--- src/rtl/audio_pkg.sv ---
// Shared audio constants and the mix-word to PCM conversion.
// Used by the I2S transmitter; intended for reuse by other audio output paths.
package audio_pkg;

  localparam int PCM_BITS              = 16;
  localparam int MIX_BITS              = 9;
  localparam int I2S_SLOT_BITS_DEFAULT = 32;

  typedef logic [PCM_BITS-1:0] pcm_t;
  typedef logic [MIX_BITS-1:0] mix_t;

  // Excess-256 to two's complement, scaled into the top of a 16-bit word.
  function automatic pcm_t mix_to_pcm(input mix_t mix);
    return {~mix[8], mix[7:0], 7'b0000000};
  endfunction

endpackage

--- src/rtl/i2s_clk_gen.sv ---
// I2S timing generator: BCLK divider, frame bit counter and LRCLK.
// Reports the falling-BCLK event, the frame wrap and the slot position of the bit about to be driven.
module i2s_clk_gen #(
  parameter int BCLK_DIV  = 7,
  parameter int SLOT_BITS = 32
) (
  input  logic                         clk,
  input  logic                         mrst_n,
  output logic                         bclk,
  output logic                         lrclk,
  output logic                         fall_evt,
  output logic                         wrap_evt,
  output logic                         right_half,
  output logic [$clog2(SLOT_BITS)-1:0] slot_pos
);

  localparam int FRAME_BITS = 2 * SLOT_BITS;
  localparam int BIT_W      = $clog2(FRAME_BITS);
  localparam int SLOT_W     = $clog2(SLOT_BITS);
  localparam int DIV_W      = $clog2(BCLK_DIV + 1);

  logic [DIV_W-1:0] div_cnt_reg, div_cnt_next;
  logic [BIT_W-1:0] bit_cnt_reg, bit_cnt_next;
  logic [BIT_W-1:0] bit_cnt_inc;
  logic             bclk_reg, bclk_next;
  logic             lrclk_reg, lrclk_next;
  logic             div_wrap;
  logic             bit_wrap;

  always_comb begin
    div_cnt_next = div_cnt_reg;
    bit_cnt_next = bit_cnt_reg;
    bclk_next    = bclk_reg;
    lrclk_next   = lrclk_reg;

    div_wrap = (div_cnt_reg == DIV_W'(BCLK_DIV - 1));
    fall_evt = div_wrap && bclk_reg;
    bit_wrap = (bit_cnt_reg == BIT_W'(FRAME_BITS - 1));
    wrap_evt = fall_evt && bit_wrap;

    // Everything downstream is driven from the counter value that becomes current at this fall.
    bit_cnt_inc = bit_wrap ? '0 : bit_cnt_reg + BIT_W'(1);
    right_half  = (bit_cnt_inc >= BIT_W'(SLOT_BITS));
    slot_pos    = right_half ? SLOT_W'(bit_cnt_inc - BIT_W'(SLOT_BITS)) : SLOT_W'(bit_cnt_inc);

    div_cnt_next = div_wrap ? '0 : div_cnt_reg + DIV_W'(1);
    bclk_next    = bclk_reg ^ div_wrap;
    if (fall_evt) begin
      bit_cnt_next = bit_cnt_inc;
      lrclk_next   = right_half;
    end
  end

  always_ff @(posedge clk or negedge mrst_n) begin
    if (!mrst_n) begin
      div_cnt_reg <= '0;
      bit_cnt_reg <= '0;
      bclk_reg    <= 1'b0;
      lrclk_reg   <= 1'b0;
    end else begin
      div_cnt_reg <= div_cnt_next;
      bit_cnt_reg <= bit_cnt_next;
      bclk_reg    <= bclk_next;
      lrclk_reg   <= lrclk_next;
    end
  end

  assign bclk  = bclk_reg;
  assign lrclk = lrclk_reg;

endmodule

--- src/rtl/i2s_audio_tx.sv ---
// I2S transmitter for the 9-bit excess-256 mixer outputs, one L/R pair captured per frame.
// Define I2S_LEFT_JUSTIFIED_EN for left-justified framing instead of standard one-bit-delay I2S.
module i2s_audio_tx
  import audio_pkg::*;
#(
  parameter int BCLK_DIV  = 7,
  parameter int SLOT_BITS = I2S_SLOT_BITS_DEFAULT
) (
  input  logic                clk,
  input  logic                mrst_n,
  input  logic [MIX_BITS-1:0] mix_left,
  input  logic [MIX_BITS-1:0] mix_right,
  output logic                i2s_bclk,
  output logic                i2s_lrclk,
  output logic                i2s_sdata,
  output logic                sample_strobe
);

  localparam int          SLOT_W = $clog2(SLOT_BITS);
  localparam int          IDX_W  = $clog2(PCM_BITS);
  localparam logic [31:0] PCM_W  = 32'(PCM_BITS);

  logic              fall_evt;
  logic              wrap_evt;
  logic              right_half;
  logic [SLOT_W-1:0] slot_pos;
  logic [31:0]       pos_ext;

  pcm_t shadow_l_reg, shadow_l_next;
  pcm_t shadow_r_reg, shadow_r_next;
  pcm_t word;
  logic ser_bit;
  logic sdata_reg, sdata_next;
  logic strobe_reg, strobe_next;

  i2s_clk_gen #(
    .BCLK_DIV  (BCLK_DIV),
    .SLOT_BITS (SLOT_BITS)
  ) u_clk_gen (
    .clk        (clk),
    .mrst_n     (mrst_n),
    .bclk       (i2s_bclk),
    .lrclk      (i2s_lrclk),
    .fall_evt   (fall_evt),
    .wrap_evt   (wrap_evt),
    .right_half (right_half),
    .slot_pos   (slot_pos)
  );

  always_comb begin
    shadow_l_next = shadow_l_reg;
    shadow_r_next = shadow_r_reg;
    sdata_next    = sdata_reg;
    strobe_next   = wrap_evt;
    pos_ext       = 32'(slot_pos);
    word          = right_half ? shadow_r_reg : shadow_l_reg;
    ser_bit       = 1'b0;

    if (wrap_evt) begin
      shadow_l_next = mix_to_pcm(mix_left);
      shadow_r_next = mix_to_pcm(mix_right);
    end

`ifdef I2S_LEFT_JUSTIFIED_EN
    // MSB leaves on the wrap edge itself, so it must come from the sample being captured.
    if (wrap_evt) begin
      word = mix_to_pcm(mix_left);
    end
    if (pos_ext < PCM_W) begin
      ser_bit = word[IDX_W'(PCM_W - 32'd1 - pos_ext)];
    end
`else
    if (pos_ext >= 32'd1 && pos_ext <= PCM_W) begin
      ser_bit = word[IDX_W'(PCM_W - pos_ext)];
    end
`endif

    if (fall_evt) begin
      sdata_next = ser_bit;
    end
  end

  always_ff @(posedge clk or negedge mrst_n) begin
    if (!mrst_n) begin
      shadow_l_reg <= '0;
      shadow_r_reg <= '0;
      sdata_reg    <= 1'b0;
      strobe_reg   <= 1'b0;
    end else begin
      shadow_l_reg <= shadow_l_next;
      shadow_r_reg <= shadow_r_next;
      sdata_reg    <= sdata_next;
      strobe_reg   <= strobe_next;
    end
  end

  assign i2s_sdata     = sdata_reg;
  assign sample_strobe = strobe_reg;

endmodule
--- config.mk ---
export PLATFORM = sky130hd
export DESIGN_NAME = i2s_audio_tx
export DESIGN_NICKNAME = d
export VERILOG_FILES = /design/src/rtl/audio_pkg.sv /design/src/rtl/i2s_clk_gen.sv /design/src/rtl/i2s_audio_tx.sv
export SDC_FILE = /design/constraint.sdc
export NUM_CORES = 1
export LEC_CHECK = 0
export CAP_MARGIN = 40
export CELL_PAD_IN_SITES_DETAIL_PLACEMENT = 0
export CELL_PAD_IN_SITES_GLOBAL_PLACEMENT = 1
export CORE_ASPECT_RATIO = 0.8
export CORE_MARGIN = 3
export CORE_UTILIZATION = 46
export DETAILED_ROUTE_END_ITERATION = 16
export PLACE_DENSITY = 0.82
export SLEW_MARGIN = 20
export SYNTH_ARGS = -nofsm -noshare
export SYNTH_HDL_FRONTEND = slang
export SYNTH_HIERARCHICAL = 1
export SYNTH_SLANG_ARGS = --single-unit
--- constraint.sdc ---
create_clock -name clk -period 5.5 [get_ports clk]
set_input_delay 1.375 -clock clk [delete_from_list [all_inputs] [get_ports clk]]
set_output_delay 1.375 -clock clk [all_outputs]
set_load 0.05 [all_outputs]
==> run metrics <==
number of standard cells after synthesis=130; layout-stage area growth over the synthesis result=20.3%; leakage power total=0.000853 µW; largest net degree at the start of global routing=32; final cell count without fillers=193; number of antenna-violating nets in the routed design=0; delay contributed by the slowest stage of the critical path=0.47 ns; share of synthesized flip-flops with an asynchronous set or reset=100%; filler cell count=247; placed cell count=184; fraction of post-synthesis cell area in the top cell type by area=49.2%; Clock Tree Buf Depth=2; clock input transition at the sequential cells of the worst setup and hold paths=0.06 ns; Seq cells post-synth=31; number of input and output port buffers inserted=23; post-route fraction of the period consumed by the critical path=55.9%; number of global-route vias before repair=1047; later-pin clock latency in the skew report=0.28 ns; TritonCTS clock tree=done; via-per-instance ratio=5.27; Post-synth top flop=dfrtp_1; initial antenna violation count=0; starting density of the core=49.6%; antenna diode instance count=0; maximum clock rate=325 MHz; Post-synth EDFFs=0; type of element capturing the critical path=flop; cell with the most instances after synthesis=dfrtp_1; global route overflow=0; critical path's slowest cell=nor2_1; relative max-transition margin=60.1%; Via Count=1018; Min Clock Period, post-route=3.08 ns; count of distinct cell types in the synthesized netlist=34; Top Ports=24; total of cells resized after clock tree synthesis=0; cell types with the highest counts after synthesis=31 x dfrtp_1, 16 x mux2_2, 8 x nand2_1, 8 x nor2_1; Post-Syn Area=0.00158 mm²; final setup violation count=0; # DRC=0; HPWL after detailed placement=2030 µm; transition at the pin with the smallest max-transition slack=0.596 ns; number of warning messages in the yosys log=6; Total Nets Final=176; critical path startpoint category=flop; highest net fanout along the worst path=9; Root Buffer=clkbuf_8; num rows=18; TritonRoute pass-1 iters=4; vertical die dimension=58.4 µm; Floorplan Core Area=0.00318 mm²; clock tree skew after final layout=0.00182 ns; cell-by-cell listing of the critical path=ha_1 > and3_2 > and3_2 > nor2_1 > inv_1 > ha_1 > xor2_1 > mux2i_1 > and3_4 > o41ai_2; Final Slew Violations=0; mean instance size in the synthesized netlist=12.1 µm²; dominant cells by area after synthesis=dfrtp_1 49%, mux2_2 11%, mux4_2 4.3%; clock sink count=31; largest area contributor in the netlist=dfrtp_1; total wirelength of the detailed-routed design=2720 µm; Die Width=71.5 µm; result of the run=completed; GR Util All Layers=15.5%; Power Density=218 mW/mm²; CTS buffer count=5; CP arrival=3.25 ns; setup repair after global routing missed its margin=false; final RePlAce weighted congestion=0.854; number of H-tree levels=2; share of cells above drive strength 1=20.9%; number of DRC markers after the initial detailed-route iteration=57; Post-CTS Setup Inserts=0; type of the tightest min-delay check=reg2reg; global-route wire length before repair=4790 µm; share of synthesized area occupied by flip-flops and latches=49.2%; final sum of negative setup slack=0 ns; final-report hold violation count=0; synthesized netlist net count=154; average wire length per cell after detail routing=14.1 µm; floorplan die area=0.00417 mm²; Worst Setup Path Type=reg2reg; number of hold buffers added after CTS=0; data required time at the worst endpoint=5.68 ns; number of max-capacitance violations reported=0; peak supply drop=0.134 mV
## power breakdown
| group | switching, µW | internal (µW) |
|---|---|---|
| Clock | 77.8 | 88.5 |
| Combinational | 5.94 | 12.2 |
| Sequential | 0 | 228 |
## path summary, 6_finish.rpt
path                                     startpoint                       end  slack, ns  depth (start not counted)
setup reg to reg           u_clk_gen/bit_cnt_reg[0]                 i2s_sdata       2.42                         10
setup / recovery           u_clk_gen/bit_cnt_reg[0]                 i2s_sdata       2.42                         10
min in group asynchronous                    mrst_n  u_clk_gen/bit_cnt_reg[4]       1.49                          2
hold reg to reg                    shadow_r_reg[12]          shadow_r_reg[12]       0.49                          1
max in group asynchronous                    mrst_n          shadow_r_reg[13]       3.72                          2
hold / removal                     shadow_r_reg[12]          shadow_r_reg[12]       0.49                          1
## worst max-delay path: cells and delay by family, from the launching register on
family / cells / cell delay (ns)
flip-flops: 1 / 0.44
buffers and inverters: 1 / 0.13
adder cells (fa/ha/maj): 2 / 0.51
AND/OR/NAND/NOR: 4 / 1.13
XOR/XNOR: 1 / 0.29
AO/OA/AOI/OAI: 1 / 0.32
multiplexers: 1 / 0.13
## placed cells by master (no fill, tap or decap), drive strengths merged, types with 2 or more instances in the layout
cell / Yosys / final
dfrtp: 31 / 31
clkdlybuf4s50: 0 / 23
mux2: 20 / 20
nor2: 8 / 8
nand2: 8 / 8
clkbuf: 1 / 7
inv: 6 / 6
mux2i: 5 / 5
ha: 4 / 4
mux4: 3 / 3
xor2: 3 / 3
a31oi: 3 / 3
nand2b: 3 / 3
xnor2: 3 / 3
o21ai: 3 / 3
and3: 3 / 3
or3: 2 / 2
a21oi: 2 / 2
buf: 9 / 2
nand3: 2 / 2
## layout make-up
type | count | area (µm²) | share of cell area [%]
multi-input cells | 83 | 714 | 37.7
inverters | 6 | 22.5 | 1.19
well taps | 40 | 50.0 | 2.64
clock inverters | 1 | 5.00 | 0.264
flip-flops and latches | 31 | 776 | 40.9
clock buffers | 7 | 76.3 | 4.02
repair buffers | 25 | 253 | 13.3
## metal layers
metal / vias to the layer above / routed length [µm] / track usage (%) / share of wire (%)
li1: 499 / - / - / -
met1: 485 / 1280 / 20.6 / 47
met2: 28 / 1240 / 23.2 / 46
met3: 6 / 146 / 6.66 / 5.4
met4: 0 / 43 / 4.83 / 1.6
met5: - / 0 / 0 / 0
## per-stage QoR
stage,hold WS (ns),power (µW),worst slack (ns),util (%),area (µm²)
2_1_floorplan,0.450,232,2.88,-,1580
3_3_place_gp,0.471,251,2.60,56.7,1800
3_5_place_dp,0.480,251,2.43,56.7,1800
4_1_cts,0.494,418,2.41,59.3,1880
5_1_grt,0.514,434,2.17,59.7,1900
6_report,0.490,413,2.42,59.7,1900
## cells by family after synthesis
logic type / after synthesis / synth area share [%]
AO/OA/AOI/OAI: 14 / 6.43
XOR/XNOR: 6 / 3.33
adder cells (fa/ha/maj): 4 / 3.17
buffers and inverters: 16 / 5.48
flip-flops: 31 / 49.2
multiplexers: 28 / 21.7
AND/OR/NAND/NOR: 31 / 10.6
Power figures use the tool's default switching activity.
==> RTL change 1: new RTL, same settings <==
The option `I2S_LEFT_JUSTIFIED_EN` is turned on by a define.
--- a/src/rtl/i2s_audio_tx.sv
+++ b/src/rtl/i2s_audio_tx.sv
@@ -1,5 +1,7 @@
 // I2S transmitter for the 9-bit excess-256 mixer outputs, one L/R pair captured per frame.
 // Define I2S_LEFT_JUSTIFIED_EN for left-justified framing instead of standard one-bit-delay I2S.
+`define I2S_LEFT_JUSTIFIED_EN
+
 module i2s_audio_tx
   import audio_pkg::*;
 #(
Behaviour: no difference found for any inputs over 10 cycles, from zero or initial values and one cycle with mrst_n low; that may be too few to reach the edited logic, so the function may still have changed.
==> RTL change 1 against the original RTL <==
  * Wire length grew 7.3%
  * Sequential power hardly changed
  * Setup slack better by 270 ps
  * Total power is 1.8% lower
  * Die area is 0.94% higher
  * Cell count rose by 1.0%
  * Worst hold slack worse by 3.4 ps
  * Synthesized area increased by 1.0%
  * Cell area shrank 0.26%
  * Sequential cell count is the same
  * Critical endpoint is now i2s_bclk
  * Highest routed layer unchanged
==> RTL change 1: results (changes against the original RTL) <==
* Ys flop type: dfrtp_1
* DRT Wirelength at 2910 um (+7.3%)
* Post-route insts no fill at 195 (+1.0%)
* GRT Overall Usage at 15.3% (-0.20 points)
* Post-cts sizing count at 0 (unchanged)
* H-tree depth at 2 (unchanged)
* First DRT Iteration DRCs at 75 (+32%)
* Proportion of layout cells with a drive suffix above 1 at 19.4% (-1.6 points)
* Port buffer count at 23 (unchanged)
* Clock transition at path regs at 60 ps (about the same)
* Number of fillers in the final layout at 259 (+4.9%)
* CP top delay family: buffers and inverters
* Worst hold path type: register to register
* CTS Root Cell: clkbuf_8
* Post-Syn Nets at 156 (+1.3%)
* Ys Warns at 6 (unchanged)
* Clock tree buffer depth at 2 (unchanged)
* Drt first pass iters at 4 (unchanged)
* Initial antenna violation count at 0 (unchanged)
* Slowest library cell on the worst path: clkdlybuf4s50_1
* Number of global-route vias before repair at 1084 (+3.5%)
* Final net count at 178 (+1.1%)
* Largest net degree at the start of global routing at 32 (unchanged)
* Skew-Pair Late Insertion Delay at 270 ps
* Post-CTS Setup Bufs at 0 (unchanged)
* Pre-CTS WS at 2820 ps (+392 ps)
* Synth unique cells at 39 (+15%)
* Slew at the pin closest to its max-slew limit at 568 ps (-27.8 ps)
* Run status: complete, no violations
* Syn Inst Count at 134 (+3.1%)
* Inserted Clock Buffers at 5 (unchanged)
* Dpl cell area at 0.00182 mm^2 (+1.0%)
* Leak at 0.840 nW (-1.6%)
* Placed insts at 189 (+2.7%)
* Via count at 1100 (+8.1%)
* Slowest stage delay, CP at 810 ps (+340 ps)
* Hpwl dp at 2080 um (+2.4%)
* Worst ir drop on vdd at 165 uV (+23%)
* Total gr overflow at 0 (unchanged)
* Register area share after synthesis at 48.7% (-0.50 points)
* Async set-reset flop share out of synthesis at 100% (unchanged)
* Most common library cells after synthesis: dfrtp_1, mux2_2, nand2_1
* Final worst clock skew at 4.15 ps (+2.33 ps)
* WP data arrival at 1430 ps (-1820 ps)
* Diode count at 0 (unchanged)
* Maximum net fanout on the critical path at 2 (-7)
* Gpl congestion at 0.845 (-1.0%)
* First-pass GRT wire length at 4930 um (+3.0%)
* Synth area leaders: dfrtp_1, mux2_2, mux2i_1
## RTL change 1: changes by cell type after synthesis, sizes merged, moves of 2 or more
cell / delta
o21ai: +4
nand2: +3
nor2b: +2
ha: -2
inv: -2
nor2: -3
## RTL change 1: path summary, 6_finish.rpt
path                                           from               end  slack (ps)  cells after the start
max                                  u_clk_gen/bclk          i2s_bclk        2690                      1
min                                shadow_l_reg[15]  shadow_l_reg[15]         490                      2
max reg2reg                u_clk_gen/bit_cnt_reg[0]         i2s_sdata        2890                      8
min reg2reg                        shadow_l_reg[15]  shadow_l_reg[15]         490                      2
max in group asynchronous                    mrst_n  shadow_l_reg[12]        3730                      2
min in group asynchronous                    mrst_n     sample_strobe        1490                      2
## RTL change 1: per-layer routing
metal  GRT usage [%]  vias to the layer above  routed length, um
li1                -                      522                  -
met1            20.1                      538               1370
met2            24.0                       35               1330
met3            5.29                        5                181
met4            4.83                        0                 36
met5               0                        -                  0
## RTL change 1: kinds of logic (layout without fill, tap and decap cells)
kind of cell	count (synthesis)	after routing	share of synthesized area, %
DFF	31	31	48.7
and+or+nand+nor	31	31	10.1
muxes	28	28	22.2
AOI/OAI and AO/OA	22	22	8.72
buffers and inverters	15	36	6.05
xor gates and xnor gates	5	5	2.75
adders and majority gates	2	2	1.57
## RTL change 1: cell type report
type / count / area [um^2] / share of cell area (%)
Sequential cell: 31 / 776 / 41.0
Multi-Input combinational cell: 88 / 721 / 38.1
Timing Repair Buffer: 26 / 258 / 13.6
Clock buffer: 6 / 72.6 / 3.84
Tap cell: 40 / 50.0 / 2.65
Inverter: 4 / 15.0 / 0.794
## RTL change 1: report_power, final
group	total (mW)	leakage, nW	switching (mW)	internal, mW
clock	0.158	0.0371	0.0736	0.0841
sequential	0.228	0.403	0	0.228
combinational	0.0196	0.400	0.00683	0.0127
==> RTL change 2: new RTL, config.mk and constraints unchanged <==
Without the edit above. Make the reset (`mrst_n`) synchronous in 2 clocked blocks.
--- a/src/rtl/i2s_clk_gen.sv
+++ b/src/rtl/i2s_clk_gen.sv
@@ -51,7 +51,7 @@
     end
   end
 
-  always_ff @(posedge clk or negedge mrst_n) begin
+  always_ff @(posedge clk) begin
     if (!mrst_n) begin
       div_cnt_reg <= '0;
       bit_cnt_reg <= '0;
--- a/src/rtl/i2s_audio_tx.sv
+++ b/src/rtl/i2s_audio_tx.sv
@@ -80,7 +80,7 @@
     end
   end
 
-  always_ff @(posedge clk or negedge mrst_n) begin
+  always_ff @(posedge clk) begin
     if (!mrst_n) begin
       shadow_l_reg <= '0;
       shadow_r_reg <= '0;
Behaviour: differs if mrst_n is asserted again (counterexample within 10 cycles, from zero or initial values and one cycle with mrst_n low); with mrst_n held inactive, the same outputs for 10 cycles.
==> RTL change 2 against the original RTL <==
  * Wire length up 2.6%
  * Worst hold slack worse by 47 ps
  * Total power rose by 2.5%
  * Setup slack better by 170 ps
  * Die area fell by 2.9%
  * Cell area decreased by 0.73%
  * Sequential cell count decreased by 1
  * Synthesized area is 3.3% lower
  * First-iteration DRC count shrank 30%
  * Critical endpoint is now i2s_sdata
==> RTL change 2: results (changes against the original RTL) <==
* Run status: complete, no violations
* Proportion of layout cells with a drive suffix above 1 at 9.55% (-11 points)
* Final worst clock skew at 5.43 ps (+3.60 ps)
* GRT Overall Usage at 15.9% (+0.36 points)
* Slowest stage delay, CP at 590 ps (+120 ps)
* Max transition margin at 49.6% (-11 points)
* First-pass GRT wire length at 5060 um (+5.8%)
* Leak at 0.673 nW (-21%)
* Post-route insts no fill at 218 (+13%)
* Async set-reset flop share out of synthesis at 0% (-100 points)
* Pre-CTS WS at 2530 ps (+104 ps)
* Final net count at 203 (+15%)
* Most common library cells after synthesis: dfxtp_1, mux2i_1, nor2b_1
* Wire length on met3 at 121 um (-17%)
* Placed insts at 210 (+14%)
* Worst ir drop on vdd at 123 uV (-8.5%)
* Synth unique cells at 39 (+15%)
* Synth area leaders: dfxtp_1, mux2i_1, nor2b_1
* Hpwl dp at 2090 um (+3.2%)
* Grt met1 use at 20.4% (-0.17 points)
* M1 wire length at 1370 um (+6.9%)
* Gpl congestion at 0.820 (-4.0%)
* Via count at 1141 (+12%)
* WL/cell at 12.8 um (-9.2%)
* WP data arrival at 3070 ps (-180 ps)
* Met2 Use GR at 26.0% (+2.8 points)
* Dpl cell area at 0.00179 mm^2 (-0.49%)
* DR top layer: met4
* Avg Inst Size Synth at 9.97 um^2 (-18%)
* Internal Power at 0.337 mW (+2.5%)
* Number of global-route vias before repair at 1155 (+10%)
* Met3 GRT Util at 4.40% (-2.3 points)
==> RTL change 2: final timing paths <==
kind / to / slack, ps / depth (start not counted) / from
max reg2reg: i2s_sdata / 2590 / 10 / u_clk_gen/bit_cnt_reg[0]
min: u_clk_gen/div_cnt_reg[0] / 440 / 1 / u_clk_gen/div_cnt_reg[0]
max: i2s_sdata / 2590 / 10 / u_clk_gen/bit_cnt_reg[0]
min reg2reg: u_clk_gen/div_cnt_reg[0] / 440 / 1 / u_clk_gen/div_cnt_reg[0]
==> RTL change 2: worst reg2reg max path, stage by stage (launching register included) <==
cell and delay (ps):
dfxtp_1 370, ha_1 290, nand3_1 190, nor2_1 130
nor2_1 590, inv_1 110, ha_1 250, xor2_1 240
mux2_2 380, nor3b_2 170, o31ai_1 80
==> RTL change 2: kinds of logic after synthesis <==
group	Yosys count	synth area share, %
flops	30	39.4
buf+inv	14	4.18
xor+xnor	6	3.45
simple gates	57	21.5
compound gates	16	7.22
mux	24	19.4
fa+ha+maj	6	4.92
==> RTL change 2: power groups by stage <==
stage / Sequential, mW / Combinational, mW / Clock (mW)
floorplan: 0.225 / 0.00768 / 0
global placement: 0.225 / 0.0227 / 0
detailed placement: 0.225 / 0.0251 / 0
CTS: 0.221 / 0.0252 / 0.182
global route: 0.221 / 0.0278 / 0.195
finish: 0.221 / 0.0247 / 0.177
==> RTL change 2: area by class of cell <==
| class | instances | area, um^2 | share of cell area (%) |
|---|---|---|---|
| clock buffer | 7 | 86.3 | 4.58 |
| timing repair buffer | 25 | 253 | 13.4 |
| inverter | 6 | 22.5 | 1.20 |
| sequential | 30 | 601 | 31.9 |
| tap | 40 | 50.0 | 2.66 |
| multi-input combinational | 109 | 866 | 46.0 |
| clock inverter | 1 | 5.00 | 0.266 |
